--- config.mk ---
export PLATFORM = sky130hd
export DESIGN_NAME = int_div_unit_flat
export DESIGN_NICKNAME = d
export VERILOG_FILES = /design/src/rtl/int_div_unit_if.sv /design/src/rtl/int_div_unit.sv /design/src/flat_wrapper.sv
export SDC_FILE = /design/constraint.sdc
export NUM_CORES = 1
export LEC_CHECK = 0
export CAP_MARGIN = 20
export CORE_MARGIN = 4
export CORE_UTILIZATION = 61
export CTS_BUF_LIST = sky130_fd_sc_hd__clkbuf_4
export DETAILED_ROUTE_END_ITERATION = 10
export GPL_TIMING_DRIVEN = 1
export PLACE_DENSITY_LB_ADDON = 0.15
export SYNTH_ARGS = -nofsm -noshare
export SYNTH_HDL_FRONTEND = slang
export SYNTH_SLANG_ARGS = --single-unit
--- constraint.sdc ---
create_clock -name clk -period 8.1 [get_ports clk]
set_clock_uncertainty 0.15 [all_clocks]
set_input_delay 2.025 -clock clk [delete_from_list [all_inputs] [get_ports clk]]
set_output_delay 2.025 -clock clk [all_outputs]
set_load 0.005 [all_outputs]
--- src/rtl/int_div_unit_if.sv ---
// Handshake and data bundle between the EX stage and the iterative divide unit.
// The pipeline side is the master; the divide unit is the slave.
interface int_div_unit_if #(
  parameter int XLEN = 32
);
  logic            start;
  logic [2:0]      funct3;
  logic [XLEN-1:0] op_a;
  logic [XLEN-1:0] op_b;
  logic            kill;
  logic            done;
  logic [XLEN-1:0] result;
  logic            busy;

  modport master (
    output start, funct3, op_a, op_b, kill,
    input  done, result, busy
  );

  modport slave (
    input  start, funct3, op_a, op_b, kill,
    output done, result, busy
  );
endinterface

--- src/rtl/int_div_unit.sv ---
// Iterative radix-2 restoring divider for RV32M DIV/DIVU/REM/REMU.
// Drives the pipeline-wide done/stall signal and holds the last result until the next load.
module int_div_unit #(
  parameter int XLEN = 32
) (
  input  logic           clk,
  input  logic           reset,
  int_div_unit_if.slave  bus
);
  localparam int CW = $clog2(XLEN);
  localparam logic [XLEN-1:0] INT_MIN = {1'b1, {(XLEN-1){1'b0}}};

  typedef enum logic [1:0] {IDLE, BUSY, DONE} state_t;

  state_t          state_q, state_d;
  logic [CW-1:0]   count_q;
  logic [XLEN-1:0] rem_q, quo_q, dvsr_q, result_q;
  logic            sel_rem_q, quo_neg_q, rem_neg_q;

  // Issue-cycle decode: operand magnitudes, sign flags and the two special cases.
  logic            issue, is_signed, a_neg, b_neg, div_zero, overflow, special, last_step;
  logic [XLEN-1:0] abs_a, abs_b, special_result;

  always_comb begin
    issue          = bus.start && bus.funct3[2] && !bus.kill;
    is_signed      = !bus.funct3[0];
    a_neg          = is_signed && bus.op_a[XLEN-1];
    b_neg          = is_signed && bus.op_b[XLEN-1];
    abs_a          = a_neg ? -bus.op_a : bus.op_a;
    abs_b          = b_neg ? -bus.op_b : bus.op_b;
    div_zero       = (bus.op_b == '0);
    overflow       = is_signed && (bus.op_a == INT_MIN) && (bus.op_b == '1);
    special        = div_zero || overflow;
    special_result = div_zero ? (bus.funct3[1] ? bus.op_a : '1)
                              : (bus.funct3[1] ? '0 : INT_MIN);
    last_step      = (count_q == CW'(XLEN - 1));
  end

  // One restoring step: the XLEN+1-bit difference's MSB is the borrow of the trial subtract.
  logic [XLEN:0]   partial, diff;
  logic [XLEN-1:0] rem_next, quo_next, quo_fix, rem_fix, final_result;

  always_comb begin
    partial      = {rem_q, quo_q[XLEN-1]};
    diff         = partial - {1'b0, dvsr_q};
    rem_next     = diff[XLEN] ? partial[XLEN-1:0] : diff[XLEN-1:0];
    quo_next     = {quo_q[XLEN-2:0], ~diff[XLEN]};
    quo_fix      = quo_neg_q ? -quo_next : quo_next;
    rem_fix      = rem_neg_q ? -rem_next : rem_next;
    final_result = sel_rem_q ? rem_fix : quo_fix;
  end

  // NOTE: state registers use non-blocking assignments so every flop samples pre-edge values.
  always_ff @(posedge clk) begin
    if (reset) state_q <= IDLE;
    else       state_q <= state_d;
  end

  // NOTE: all combinational outputs get a default first so no path can infer a latch.
  always_comb begin
    state_d = state_q;
    bus.done = 1'b1;
    case (state_q)
      IDLE: begin
        if (issue) begin
          bus.done = 1'b0;
          state_d  = special ? DONE : BUSY;
        end
      end
      BUSY: begin
        bus.done = 1'b0;
        if (bus.kill)       state_d = IDLE;
        else if (last_step) state_d = DONE;
      end
      DONE:    state_d = IDLE;
      default: state_d = IDLE;
    endcase
  end

  // NOTE: only the counter and result need a reset value; the working registers are
  // always reloaded at issue, so leaving them unreset saves reset fan-out for free.
  always_ff @(posedge clk) begin
    if (reset) begin
      count_q  <= '0;
      result_q <= '0;
    end else begin
      case (state_q)
        IDLE: begin
          if (issue) begin
            sel_rem_q <= bus.funct3[1];
            quo_neg_q <= a_neg ^ b_neg;
            rem_neg_q <= a_neg;
            dvsr_q    <= abs_b;
            quo_q     <= abs_a;
            rem_q     <= '0;
            count_q   <= '0;
            if (special) result_q <= special_result;
          end
        end
        BUSY: begin
          if (!bus.kill) begin
            rem_q   <= rem_next;
            quo_q   <= quo_next;
            count_q <= count_q + 1'b1;
            if (last_step) result_q <= final_result;
          end
        end
        default: ;
      endcase
    end
  end

  assign bus.result = result_q;
  assign bus.busy   = (state_q == BUSY);
endmodule

--- src/flat_wrapper.sv ---
// flat-port wrapper written by rule: the top's interface ports become plain ports
module int_div_unit_flat 
#(
  parameter int XLEN = 32
)
  (clk, reset, bus_start, bus_funct3, bus_op_a, bus_op_b, bus_kill, bus_done, bus_result, bus_busy);
  int_div_unit_if #(.XLEN(XLEN)) bus_i ();
  input  logic clk;
  input  logic reset;
  input wire logic [$bits(bus_i.start)-1:0] bus_start;
  input wire logic [$bits(bus_i.funct3)-1:0] bus_funct3;
  input wire logic [$bits(bus_i.op_a)-1:0] bus_op_a;
  input wire logic [$bits(bus_i.op_b)-1:0] bus_op_b;
  input wire logic [$bits(bus_i.kill)-1:0] bus_kill;
  output wire logic [$bits(bus_i.done)-1:0] bus_done;
  output wire logic [$bits(bus_i.result)-1:0] bus_result;
  output wire logic [$bits(bus_i.busy)-1:0] bus_busy;
  assign bus_i.start = bus_start;
  assign bus_i.funct3 = bus_funct3;
  assign bus_i.op_a = bus_op_a;
  assign bus_i.op_b = bus_op_b;
  assign bus_i.kill = bus_kill;
  assign bus_done = bus_i.done;
  assign bus_result = bus_i.result;
  assign bus_busy = bus_i.busy;
  int_div_unit #(.XLEN(XLEN)) u_core (.clk(clk), .reset(reset), .bus(bus_i));
endmodule
-- Word-level counts from Yosys, hierarchy flattened
Cells that the tools add are included.
- add/subtract/negate cells: 6
- equal/unequal tests: 9
- multiplexer cells: 30
- bitwise operators: 3
- reduce and logical (&&, ||, !) cells: 17
- operators by type and width (kind ; count):
    32-bit 2-to-1 mux ; 17
    32-bit case mux with 2 select lines ; 3
    32-bit negator ; 4
    32-bit equality test (second input constant) ; 2
    33-bit by 32-bit subtractor with 33-bit output ; 1
    32-bit zero test ; 1
    5-bit 2-to-1 mux ; 2
    5-bit case mux with 2 select lines ; 1
    2-bit 2-to-1 mux ; 4
    1-bit logical AND ; 6
    2-bit by 1-bit != test with 1-bit output (second input constant) ; 3
    3-bit AND reduction ; 2
    5-bit by 1-bit adder with 5-bit output (second input constant) ; 1
    5-bit equality test (second input constant) ; 1
    5-bit AND reduction ; 1
    2-bit case mux with 2 select lines ; 1
    4-bit AND reduction ; 1
    3-bit by 2-bit != test with 1-bit output (second input constant) ; 1
    2-bit by 1-bit equality test with 1-bit output (second input constant) ; 1
    1-bit zero test ; 2
    2-bit zero test ; 1
    2-bit != test (second input constant) ; 1
    1-bit inverter ; 2
    1-bit case mux with 2 select lines ; 1
    5 further kinds ; 5
- bits in registers: 138
- input port bits: 71

-- Logic depth before layout (Yosys ltp)
- word-level depth: 8
- gate-level depth with buffers: 26
- depth with buffers taken out: 24

-- Worst setup path before layout
Ideal clock, no wire load.
- kind: input-to-reg
- start point: input reset
- end point: register u_core.dvsr_q[0] (enable)
- library setup time: 0.515 ns
- arrival time: 5.599 ns
- path slack: 1.835 ns
- stages: 2
- buffers on the path: 1
- cells stage by stage: clkbuf_1 > nor4_1
- cells in the longest elaborated chain, start to end: 2
- RTL lines (item ; line ; source):
    from (decl) ; flat_wrapper.sv:9 ; input logic reset;
    1-bit inverter (no source line) ; n/a ;
    3-bit AND reduction (no source line) ; n/a ;
    to (signal assigned) ; int_div_unit.sv:93 ; dvsr_q <= abs_b;
    to (decl) ; int_div_unit.sv:17 ; logic [XLEN-1:0] rem_q, quo_q, dvsr_q, result_q;
No other way between the ends.
A chain may end at the register's enable or synchronous reset.

-- Worst setup path in the final report
- start point: register u_core.quo_q[31]
- end point: register u_core.result_q[28], in the netlist u_core.bus.result[28]
- cells in the longest elaborated chain, start to end: 8
- RTL lines (item ; line ; source):
    from (decl) ; int_div_unit.sv:17 ;
    from (signal assigned) ; int_div_unit.sv:94 ; quo_q <= abs_a;
    from (signal assigned) ; int_div_unit.sv:103 ; quo_q <= quo_next;
    33-bit by 32-bit subtractor with 33-bit output ; int_div_unit.sv:45 ; diff = partial - {1'b0, dvsr_q};
    32-bit 2-to-1 mux / 1-bit inverter (equally long branches) ; int_div_unit.sv:46, int_div_unit.sv:47 ;
    32-bit negator, on equally long branches ; int_div_unit.sv:49, int_div_unit.sv:48 ;
    32-bit 2-to-1 mux, on equally long branches ; int_div_unit.sv:49, int_div_unit.sv:48 ;
    32-bit 2-to-1 mux (*) ; int_div_unit.sv:50 ; final_result = sel_rem_q ? rem_fix : quo_fix;
    32-bit 2-to-1 mux (*) ; int_div_unit.sv:105 ; if (last_step) result_q <= final_result;
    32-bit 2-to-1 mux (*) ; int_div_unit.sv:101 ; if (!bus.kill) begin
    32-bit case mux with 2 select lines (*) ; int_div_unit.sv:87 ; case (state_q)
    to (signal assigned) ; int_div_unit.sv:97 ; if (special) result_q <= special_result;
    to (signal assigned) ; int_div_unit.sv:105 ;
    to (decl) ; int_div_unit.sv:17 ;
Every way passes the cells marked *; elsewhere a longest branch is shown, timed or not. The select of a mux whose other input is x is not followed.

==> results.md <==
- Slowest stage delay, CP: about 0.57 ns
- Post-layout util: slightly below 70%
- Area growth syn-to-layout: 11.8%
- PD cells: approximately 120 nW/µm²
- Asr flop ratio synth: 0%
- Synth Instances: ~1400
- Largest net degree at the start of global routing: 84
- Final Max Tran Viols: 0
- CP Capture Type: flip-flop
- DIE HEIGHT: 146 µm
- TritonCTS Buffers: 17
- Routed via count: roughly 11000
- Antenna viol nets, final: 0
- Hold Vio Cnt, Final: 0
- Post-synthesis cell area: roughly 12000 µm²
- Post-route DRC: 0
- Clock tree buffer depth: 2
- Area leader, netlist: edfxtp_1
- Slowest cell on the critical path: a2111o_1
- Post-DP HPWL: between 20 and 30 mm
- CP Max Fanout: 27
- Placer Congestion: between 0.9 and 1
- Clk slew on worst S/H paths: about 0.13 ns
- Core Footprint: approximately 19000 µm²
- Root Driver: clkbuf_4
- First-pass DRT Iterations: 6
- Slew @ Worst Pin: a little under 1 ns
- CTS resizes: 0
- RSZ-0062 raised after global routing: no
- # IOs: 105
- Yosys warns: 0
- CTS tree: built
- Share of the synthesized area in the top cell type: around a quarter
- Primary FF master, synth: edfxtp_1
- Top Family by Delay on Critical Path: compound AO/OA/AOI/OAI gates
- Synth cell types: 93
- Clock Latency Late Sink: just under 0.6 ns
- Layout cell share with drive strength beyond 1: approximately 6.6%
- Via/cell ratio: 6.58
- Final TNS setup: 0 ns
- Wire per inst: ~21 µm
- FP Rows: 50
- Reg-to-reg endpoint: u_core.bus.result[28]
- Die W: 146 µm
- Critical path depth: 25
- Vias in the first global route: just over 10000
- Synthesized area per cell: 8.30 µm²
- Syn_nets: between 1500 and 2000
- R2r worst-path depth: 25
- Period utilization: between 70% and 80%
- # clock sinks: approximately 140
- Seq cells post-synth: 138
- Grt total ovfl: 0
- CP Class: flip-flop to flip-flop
- Status: finished, final reports clean
- Buf/Inv on CP: 5
- CTS H-Tree Depth: 4
- Synth area leaders: edfxtp_1 26%, dfxtp_1 6.7%, xnor2_1 5.8%
- Peak supply drop: around 0.00010 V
- Die Area: between 20000 and 25000 µm²
- Setup Buffers After CTS: 0
- # fillers: roughly 1600
- Worst Path Required: between 8 and 9 ns
- Initial core utilization: about three fifths
- Register area share after synthesis: about 32%
- Slew headroom: 33.6%
- Hold crit path type: flip-flop to flip-flop
- GRT Total Usage: between 30% and 40%
- Setup violations, final: 0
- Antenna violations before repair: 1
- R2R Setup Slk: between 1.5 and 2 ns
- Critical path origin: u_core.quo_q[31]
- WP data arrival: 6.76 ns
- Setup crit end: u_core.bus.result[28]
- Lkg Pwr: approximately 4.5 nW
- Final hold slack: 0.330 ns
- Iteration-0 DRC Markers: 1256
- Max Cap Violations: 0
- Min Tclk post-route: ~6.5 ns
- F_max: roughly 160 MHz
- Port-buffer cells: about 100
- Reg2Reg Launch Point: u_core.quo_q[31]
- Final nets: about 1600
- CP Launch Type: flip-flop
- WL final: between 30 and 40 mm
- First-pass GRT wire length: 55.9 mm
- Hold Buf Count CTS: 0
- Number of synthesized flops with an enable pin: 99
==> tightest hold or removal path, cell delays in order (launching register included) <==
cell     delay (ns)
dfxtp_1        0.34
nand2_1        0.06
o21ai_1        0.05
==> stage by stage <==
stage               cell area, µm²  instances  worst slack, ns  total power (W)
finish                       12900       1700             1.65          0.00159
global route                 12900       1700             1.26          0.00165
CTS                          12900       1698             1.78          0.00158
detailed placement           12700       1666             1.85          0.00116
global placement             12700       1666             1.88          0.00115
floorplan                    11600       1394             1.84          0.00103
==> worst min-delay path by stage <==
stage	cells after the start	start	end	slack [ns]
floorplan	2	u_core.bus.result[27]	u_core.bus.result[27]	0.29
global placement	2	u_core.bus.result[27]	u_core.bus.result[27]	0.30
detailed placement	2	u_core.bus.result[27]	u_core.bus.result[27]	0.30
CTS	2	u_core.bus.result[27]	u_core.bus.result[27]	0.32
global route	2	u_core.bus.result[27]	u_core.bus.result[27]	0.35
finish	2	u_core.bus.result[27]	u_core.bus.result[27]	0.33
==> sequential cells by signal (all words and copies together), names as in the netlist <==
name / count
u_core.bus.result: 32
u_core.dvsr_q: 32
u_core.quo_q: 32
u_core.rem_q: 32
u_core.count_q: 5
u_core.state_q: 2
u_core.quo_neg_q: 1
u_core.rem_neg_q: 1
u_core.sel_rem_q: 1
==> cell type report <==
type	count	area, µm²	area share (%)
Multi-Input combinational cell	1110	7220	55.8
Tap cell	234	293	2.26
Sequential cell	138	3750	29.0
Timing Repair Buffer	119	1170	9.02
Clock buffer	18	135	1.04
Clock inverter	14	120	0.929
Antenna cell	1	2.50	0.0193
Inverter	66	248	1.92
==> routing by layer <==
| layer | GRT usage, % | part of all wire (%) | vias up |
|---|---|---|---|
| met1 | 45.8 | 42 | 5197 |
| met2 | 52.2 | 46 | 621 |
| li1 | - | - | 5262 |
| met4 | 10.4 | 3.0 | 0 |
| met3 | 4.92 | 9.4 | 106 |
| met5 | 0 | 0 | - |
==> synth_stat cells (10+ instances only) <==
| cell type | count |
|---|---|
| nor2_1 | 142 |
| nand2_1 | 139 |
| o21ai_0 | 109 |
| a21oi_1 | 105 |
| edfxtp_1 | 99 |
| xnor2_1 | 77 |
| xor2_1 | 66 |
| inv_1 | 64 |
| nor3_1 | 52 |
| clkbuf_1 | 44 |
| dfxtp_1 | 39 |
| ha_1 | 39 |
| nand3_1 | 25 |
| o211ai_1 | 25 |
| nand4_1 | 23 |
| buf_2 | 20 |
| mux2i_1 | 20 |
| nor4_1 | 19 |
| o31ai_1 | 19 |
| a311oi_1 | 15 |
| a211oi_1 | 14 |
| and2_1 | 14 |
| nand2b_1 | 14 |
| or3_1 | 14 |
| a31oi_1 | 12 |
| o221ai_1 | 10 |
| o41ai_1 | 10 |
| or4_1 | 10 |
==> where the power goes <==
group	switching, W	total (W)	internal (W)
clock	0.000284	0.000441	0.000157
combinational	0.000213	0.000352	0.000139
sequential	0.0000183	0.000799	0.000781
==> placed cells by master, fill, tap and decap left out, drive strengths merged, types with 54 or more instances in the layout <==
cell / instances
a21oi: 107
inv: 72
nand2: 139
o21ai: 120
xnor2: 77
nor3: 54
edfxtp: 99
nor2: 143
xor2: 66
clkdlybuf4s50: 104
==> cell families after synthesis <==
group,Yosys count,synth area share [%]
simple gates,493,20.7
compound gates,410,24.1
buf+inv,146,5.38
xor+xnor,143,10.8
flops,138,32.4
fa+ha+maj,40,4.39
mux,24,2.15
Power figures use the tool's default switching activity.
